[src/rtl/key_event_ctrl_if.sv]
// Register-bridge bus between the CPU side and key_event_ctrl.
// Ports: addr/rd/we/wdata driven by the master (CPU); rdata/irq driven by the slave (device).
// rdata is combinational in the slave; irq is a level interrupt.
interface key_event_ctrl_if;
  logic [1:0]  addr;
  logic        rd;
  logic        we;
  logic [31:0] wdata;
  logic [31:0] rdata;
  logic        irq;

  modport master (output addr, rd, we, wdata, input rdata, irq);
  modport slave  (input addr, rd, we, wdata, output rdata, irq);
endinterface

[src/rtl/key_event_ctrl.sv]
// Debounces 8 active-low keys, round-robin arbitrates press events into a small FIFO, 4-word CPU register bridge.
// Latency: raw fall -> stable after DB_LIMIT+2 cycles -> pending +1 -> FIFO +1; rdata combinational.
// Backpressure: none toward keys; a grant into a full FIFO without a same-cycle pop is dropped and sets ovf.
// Ports: clk, rst (sync, active-low), user_key[7:0] raw pins; bus (slave): addr, rd, we, wdata, rdata, irq.
module key_event_ctrl #(
  parameter int DB_LIMIT   = 1000000,
  parameter int DB_W       = 20,
  parameter int FIFO_DEPTH = 4
) (
  input  logic             clk,
  input  logic             rst,
  input  logic [7:0]       user_key,
  key_event_ctrl_if.slave  bus
);

  localparam int AW = $clog2(FIFO_DEPTH);
  localparam int CW = AW + 1;
  localparam logic [DB_W-1:0] DB_LAST = DB_W'(DB_LIMIT - 1);

  logic [7:0]      r_sync1, r_sync2;
  logic [7:0]      r_stable, r_stable_d;
  logic [DB_W-1:0] r_cnt [8];
  logic [7:0]      r_pending;
  logic [2:0]      r_ptr;
  logic [2:0]      r_mem [FIFO_DEPTH];
  logic [AW-1:0]   r_head, r_tail;
  logic [CW-1:0]   r_count;
  logic            r_irq_en, r_ovf;

  logic            w_gnt_vld;
  logic [2:0]      w_gnt_idx;
  logic [7:0]      w_gnt_mask;
  logic [7:0]      w_fall;
  logic            w_full, w_empty, w_pop, w_push, w_drop, w_ctrl_wr;
  logic            w_unused;

  // Round-robin: first pending key at ptr+1, ptr+2, ... wrapping; offset 8 lands back on ptr.
  always_comb begin
    w_gnt_vld = 1'b0;
    w_gnt_idx = r_ptr;
    for (int k = 1; k <= 8; k++) begin
      if (!w_gnt_vld && r_pending[r_ptr + 3'(k)]) begin
        w_gnt_vld = 1'b1;
        w_gnt_idx = r_ptr + 3'(k);
      end
    end
  end

  assign w_gnt_mask = w_gnt_vld ? (8'b1 << w_gnt_idx) : 8'b0;
  // Press = accepted level went 1->0 on the previous edge.
  assign w_fall     = r_stable_d & ~r_stable;
  assign w_full     = (r_count == CW'(FIFO_DEPTH));
  assign w_empty    = (r_count == '0);
  assign w_pop      = bus.rd && (bus.addr == 2'd0) && !w_empty;
  // A pop in the same cycle frees the slot, so a grant into a full FIFO is still accepted.
  assign w_push     = w_gnt_vld && (!w_full || w_pop);
  assign w_drop     = w_gnt_vld && w_full && !w_pop;
  assign w_ctrl_wr  = bus.we && (bus.addr == 2'd1);
  assign w_unused   = &{1'b0, bus.wdata[31:2]};

  always_ff @(posedge clk) begin
    if (!rst) begin
      r_sync1    <= 8'hff;
      r_sync2    <= 8'hff;
      r_stable   <= 8'hff;
      r_stable_d <= 8'hff;
      r_pending  <= '0;
      r_ptr      <= 3'd7;
      r_head     <= '0;
      r_tail     <= '0;
      r_count    <= '0;
      r_irq_en   <= 1'b0;
      r_ovf      <= 1'b0;
      for (int i = 0; i < 8; i++) r_cnt[i] <= '0;
    end else begin
      r_sync1    <= user_key;
      r_sync2    <= r_sync1;
      r_stable_d <= r_stable;
      for (int i = 0; i < 8; i++) begin
        if (r_sync2[i] == r_stable[i]) begin
          r_cnt[i] <= '0;
        end else if (r_cnt[i] == DB_LAST) begin
          r_stable[i] <= r_sync2[i];
          r_cnt[i]    <= '0;
        end else begin
          r_cnt[i] <= r_cnt[i] + 1'b1;
        end
      end
      // Set wins over grant-clear, so a press landing on its own grant cycle stays pending.
      r_pending <= (r_pending & ~w_gnt_mask) | w_fall;
      if (w_gnt_vld) r_ptr <= w_gnt_idx;
      if (w_push)    r_tail <= r_tail + 1'b1;
      if (w_pop)     r_head <= r_head + 1'b1;
      if (w_push && !w_pop)      r_count <= r_count + 1'b1;
      else if (w_pop && !w_push) r_count <= r_count - 1'b1;
      if (w_ctrl_wr) r_irq_en <= bus.wdata[0];
      // Overflow in the same cycle beats the write-1-to-clear.
      if (w_drop)                           r_ovf <= 1'b1;
      else if (w_ctrl_wr && bus.wdata[1])   r_ovf <= 1'b0;
    end
  end

  always_ff @(posedge clk) begin
    if (rst && w_push) r_mem[r_tail] <= w_gnt_idx;
  end

  always_comb begin
    bus.rdata = '0;
    case (bus.addr)
      2'd0: if (!w_empty) bus.rdata = {23'b0, 1'b1, 5'b0, r_mem[r_head]};
      2'd1: bus.rdata = {30'b0, r_ovf, r_irq_en};
      2'd2: bus.rdata = {24'b0, r_stable};
      default: bus.rdata = {{(32-CW){1'b0}}, r_count};
    endcase
  end

  assign bus.irq = r_irq_en & (!w_empty | r_ovf);

endmodule

[src/flat_wrapper.sv]
// flat-port wrapper written by rule: the top's interface ports become plain ports
module key_event_ctrl_flat 
#(
  parameter int DB_LIMIT   = 1000000,
  parameter int DB_W       = 20,
  parameter int FIFO_DEPTH = 4
)
  (clk, rst, user_key, bus_addr, bus_rd, bus_we, bus_wdata, bus_rdata, bus_irq);
  key_event_ctrl_if bus_i ();
  input  logic clk;
  input  logic rst;
  input  logic [7:0] user_key;
  input wire logic [$bits(bus_i.addr)-1:0] bus_addr;
  input wire logic [$bits(bus_i.rd)-1:0] bus_rd;
  input wire logic [$bits(bus_i.we)-1:0] bus_we;
  input wire logic [$bits(bus_i.wdata)-1:0] bus_wdata;
  output wire logic [$bits(bus_i.rdata)-1:0] bus_rdata;
  output wire logic [$bits(bus_i.irq)-1:0] bus_irq;
  assign bus_i.addr = bus_addr;
  assign bus_i.rd = bus_rd;
  assign bus_i.we = bus_we;
  assign bus_i.wdata = bus_wdata;
  assign bus_rdata = bus_i.rdata;
  assign bus_irq = bus_i.irq;
  key_event_ctrl #(.DB_LIMIT(DB_LIMIT), .DB_W(DB_W), .FIFO_DEPTH(FIFO_DEPTH)) u_core (.clk(clk), .rst(rst), .user_key(user_key), .bus(bus_i));
endmodule
[config.mk]
export PLATFORM = sky130hd
export DESIGN_NAME = key_event_ctrl_flat
export DESIGN_NICKNAME = d
export VERILOG_FILES = /design/src/rtl/key_event_ctrl_if.sv /design/src/rtl/key_event_ctrl.sv /design/src/flat_wrapper.sv
export SDC_FILE = /design/constraint.sdc
export NUM_CORES = 1
export LEC_CHECK = 0
export CAP_MARGIN = 5
export CORE_UTILIZATION = 43
export CTS_CLUSTER_DIAMETER = 150
export DETAILED_ROUTE_END_ITERATION = 12
export GPL_TIMING_DRIVEN = 0
export PLACE_DENSITY_LB_ADDON = 0.1
export SLEW_MARGIN = 20
export SYNTH_ARGS = -nofsm -noshare
export SYNTH_HDL_FRONTEND = slang
export SYNTH_SLANG_ARGS = --single-unit
[constraint.sdc]
create_clock -name clk -period 13.6 [get_ports clk]
set_clock_uncertainty 0.1 [all_clocks]
set_input_delay 2.72 -clock clk [delete_from_list [all_inputs] [get_ports clk]]
set_output_delay 2.72 -clock clk [all_outputs]
set_load 0.01 [all_outputs]
==> impl_metrics.yaml <==
run_status:
  status: "completed"
run:
  max-cap-violations: 0
worst_setup_path:
  critical_path_class: "in2out"
  cp_data_required_time_ns: 10.78
  crit_path_frequent_cell: "clkdlybuf4s50_1"
  path_max_fanout: 7
  path_cells: "clkdlybuf4s50_1, nor3_1, nand2_1, a21oi_1, clkdlybuf4s50_1"
  slowest_stage: "nor3_1"
  startpoint_type: "input port"
  end_kind: "output port"
  reg2reg_slack_ns: 8.58
  slowest_delay_ns: 0.59
  arrival_ns: 4.74
sta:
  grt_setup_unrepaired: "no"
  relSlewSlack_pct: 54.5
  hold_slack_ns: 0.305
  post-route-min-period_ns: 7.56
  drv_slew: 0
  fmax_mhz: 132
  finalSetupViolations: 0
  finalCritPeriodShare_pct: 55.6
  worstMarginPinSlew_ns: 0.679
  fin_setup_tns_ns: 0
  finalHoldViolCount: 0
synthesis:
  syn_avg_cell_area_um2: 10.6
  syn_inst: 1136
  yosysSeqAreaShare_pct: 52.0
  synthesis.area_mm2: 0.0120
  synth-edff-count: 172
  synthArstFlopShare_pct: 0
  ys_warn_count: 0
  synth_seq_cells: 226
  ys.flop_type: "edfxtp_1"
  yosysUniqueCellTypes: 66
drt:
  final_antenna_net_count: 0
  num_vias: 8237
  drcViolationCount: 0
  dr.pass1.iters: 4
  drt-initial-drc-count: 372
  via_per_inst: 4.68
  wire_per_inst_um: 12.6
  route.final.wire_length_um: 22200
final_layout:
  regArea_mm2: 0.00625
  insertedDiodeCount: 0
  layout_commonest_cell: "nor2_1"
  syn_to_final_growth_pct: 18.8
  drive_above_1_share_pct: 7.35
  multi_input_area_mm2: 0.00604
  fillers: 2506
  fin_nets: 1430
  most-common-layout-cells: "nor2_1, conb_1, edfxtp_1"
hold_path:
  hold_class: "reg2reg"
clock_tree:
  clockBufferDepth: 3
  ctsResizeCount: 0
  clkTransAtPathRegs_ns: 0.06
  post_cts_buffers: 0
  cts_sinks: 226
  numCtsBuffers: 26
  insertion_delay_ns: 0.53
  hold_buffers: 0
  cts_tree: "built"
  htreeDepth: 1
  ctsRootBufferMaster: "clkbuf_16"
floorplanning:
  start_util_pct: 44.2
  die_x_um: 169
  rows: 60
  dieArea_mm2: 0.0286
  io_pins: 79
  coreArea_mm2: 0.0272
  die_h_um: 169
power_and_ir_drop:
  leakage_nw: 5.33
  peakVddDrop_v: 0.0000893
  power_density_mw_per_mm2: 136
grt:
  overflow: 0
  grt_pass1_wl_um: 37100
  grt_max_degree: 14
  antenna_found_initial: 0
  grt_pass1_vias: 7634
  grtUsageTotal_pct: 15.8
placement:
  gp_congestion: 0.832
  io_buffer_count: 23
  dp_hpwl_um: 16200
==> power breakdown <==
group	switching (mW)	internal, mW	total, mW
Sequential	0.0359	0.796	0.832
Combinational	0.238	0.161	0.399
Clock	0.278	0.425	0.704
Total	0.552	1.38	1.93
==> cell usage after synthesis (4+ instances only) <==
cell      count  area, um^2
nor4b_1       8        70.1
nand4_1      27         169
nand3b_1      8        60.1
mux4_2        9         203
and3_1       43         269
nand2_1      74         278
a41oi_2       4        65.1
inv_1        22        82.6
xnor2_1      66         578
nor2_1      199         747
a21oi_1      19        95.1
a31o_2        4        35.0
dfxtp_1      54        1080
o21ai_0      16        80.1
buf_4        23         173
and4_1        8        70.1
xor2_1       88         771
edfxtp_1    172        5160
clkbuf_1     29         109
ha_1         15         188
or3_1         7        43.8
nand3_1      77         385
nor3_1       10        50.1
nor2b_1      14        87.6
nand2b_1     37         231
a211oi_1      4        30.0
mux2i_1      21         210
and2_1       16         100
nor4_1        7        43.8
==> worst max-delay path, delay by kind of cell <==
kind	cells	cell delay (ns)
buf+inv	2	1.13
simple gates	2	0.69
compound gates	1	0.19
==> flip-flops by register name, summed over array words and instances (netlist names), 3 cells and up, named ones only <==
signal	count
u_core.r_cnt	160
u_core.r_mem	12
u_core.r_stable_d	8
u_core.r_pending	8
u_core.r_count	3
u_core.r_stable	8
u_core.r_sync2	8
u_core.r_sync1	8
u_core.r_ptr	3
==> per-layer routing <==
metal | up-vias | global-route usage (%) | share of wire (%)
met2 | 103 | 25.2 | 45
met1 | 3812 | 22.5 | 49
met3 | 34 | 2.10 | 3.4
met5 | - | 0 | 0
li1 | 4288 | - | -
met4 | 0 | 4.54 | 2.2
==> final cells by class <==
cell class              instances  area share, %
plain buffers                  57           2.18
inverters                      24          0.684
multi-input cells            1010           42.3
well taps                     372           3.26
flip-flops and latches        226           43.8
clock inverters                10          0.544
clock buffers                  38           5.61
repair buffers                 23           1.61
==> through the flow <==
stage / instances / area (um^2) / power, mW / setup WS [ns] / util, %
finish: 1760 / 14300 / 1.93 / 6.04 / 52.5
global route: 1760 / 14300 / 2.03 / 5.91 / 52.5
CTS: 1760 / 14300 / 1.95 / 6.02 / 52.5
detailed placement: 1712 / 13400 / 1.24 / 6.02 / 49.3
global placement: 1712 / 13400 / 1.24 / 6.02 / 49.3
floorplan: 1317 / 12700 / 1.15 / 7.02 / -
==> final timing paths <==
check | from | end | cells after the start
setup / recovery | bus_addr[0] | bus_rdata[2] | 5
hold / removal | u_core.r_sync1[4] | u_core.r_sync2[4] | 1
setup reg to reg | u_core.r_ptr[0] | u_core.r_count[2] | 17
hold reg to reg | u_core.r_sync1[4] | u_core.r_sync2[4] | 1
==> kinds of logic (layout without fill, tap and decap cells) <==
group                      count (synthesis)  after routing  synth area share [%]
and+or+nand+nor                          545            545                  22.4
DFF                                      226            226                  52.0
xor gates and xnor gates                 155            155                  11.5
buffers and inverters                     81            152                  3.40
AOI/OAI and AO/OA                         76             76                  4.82
muxes                                     35             35                  4.16
adders and majority gates                 16             16                  1.73
other                                      2            183                0.0625
Note: power is estimated with default switching activity, not from simulation.
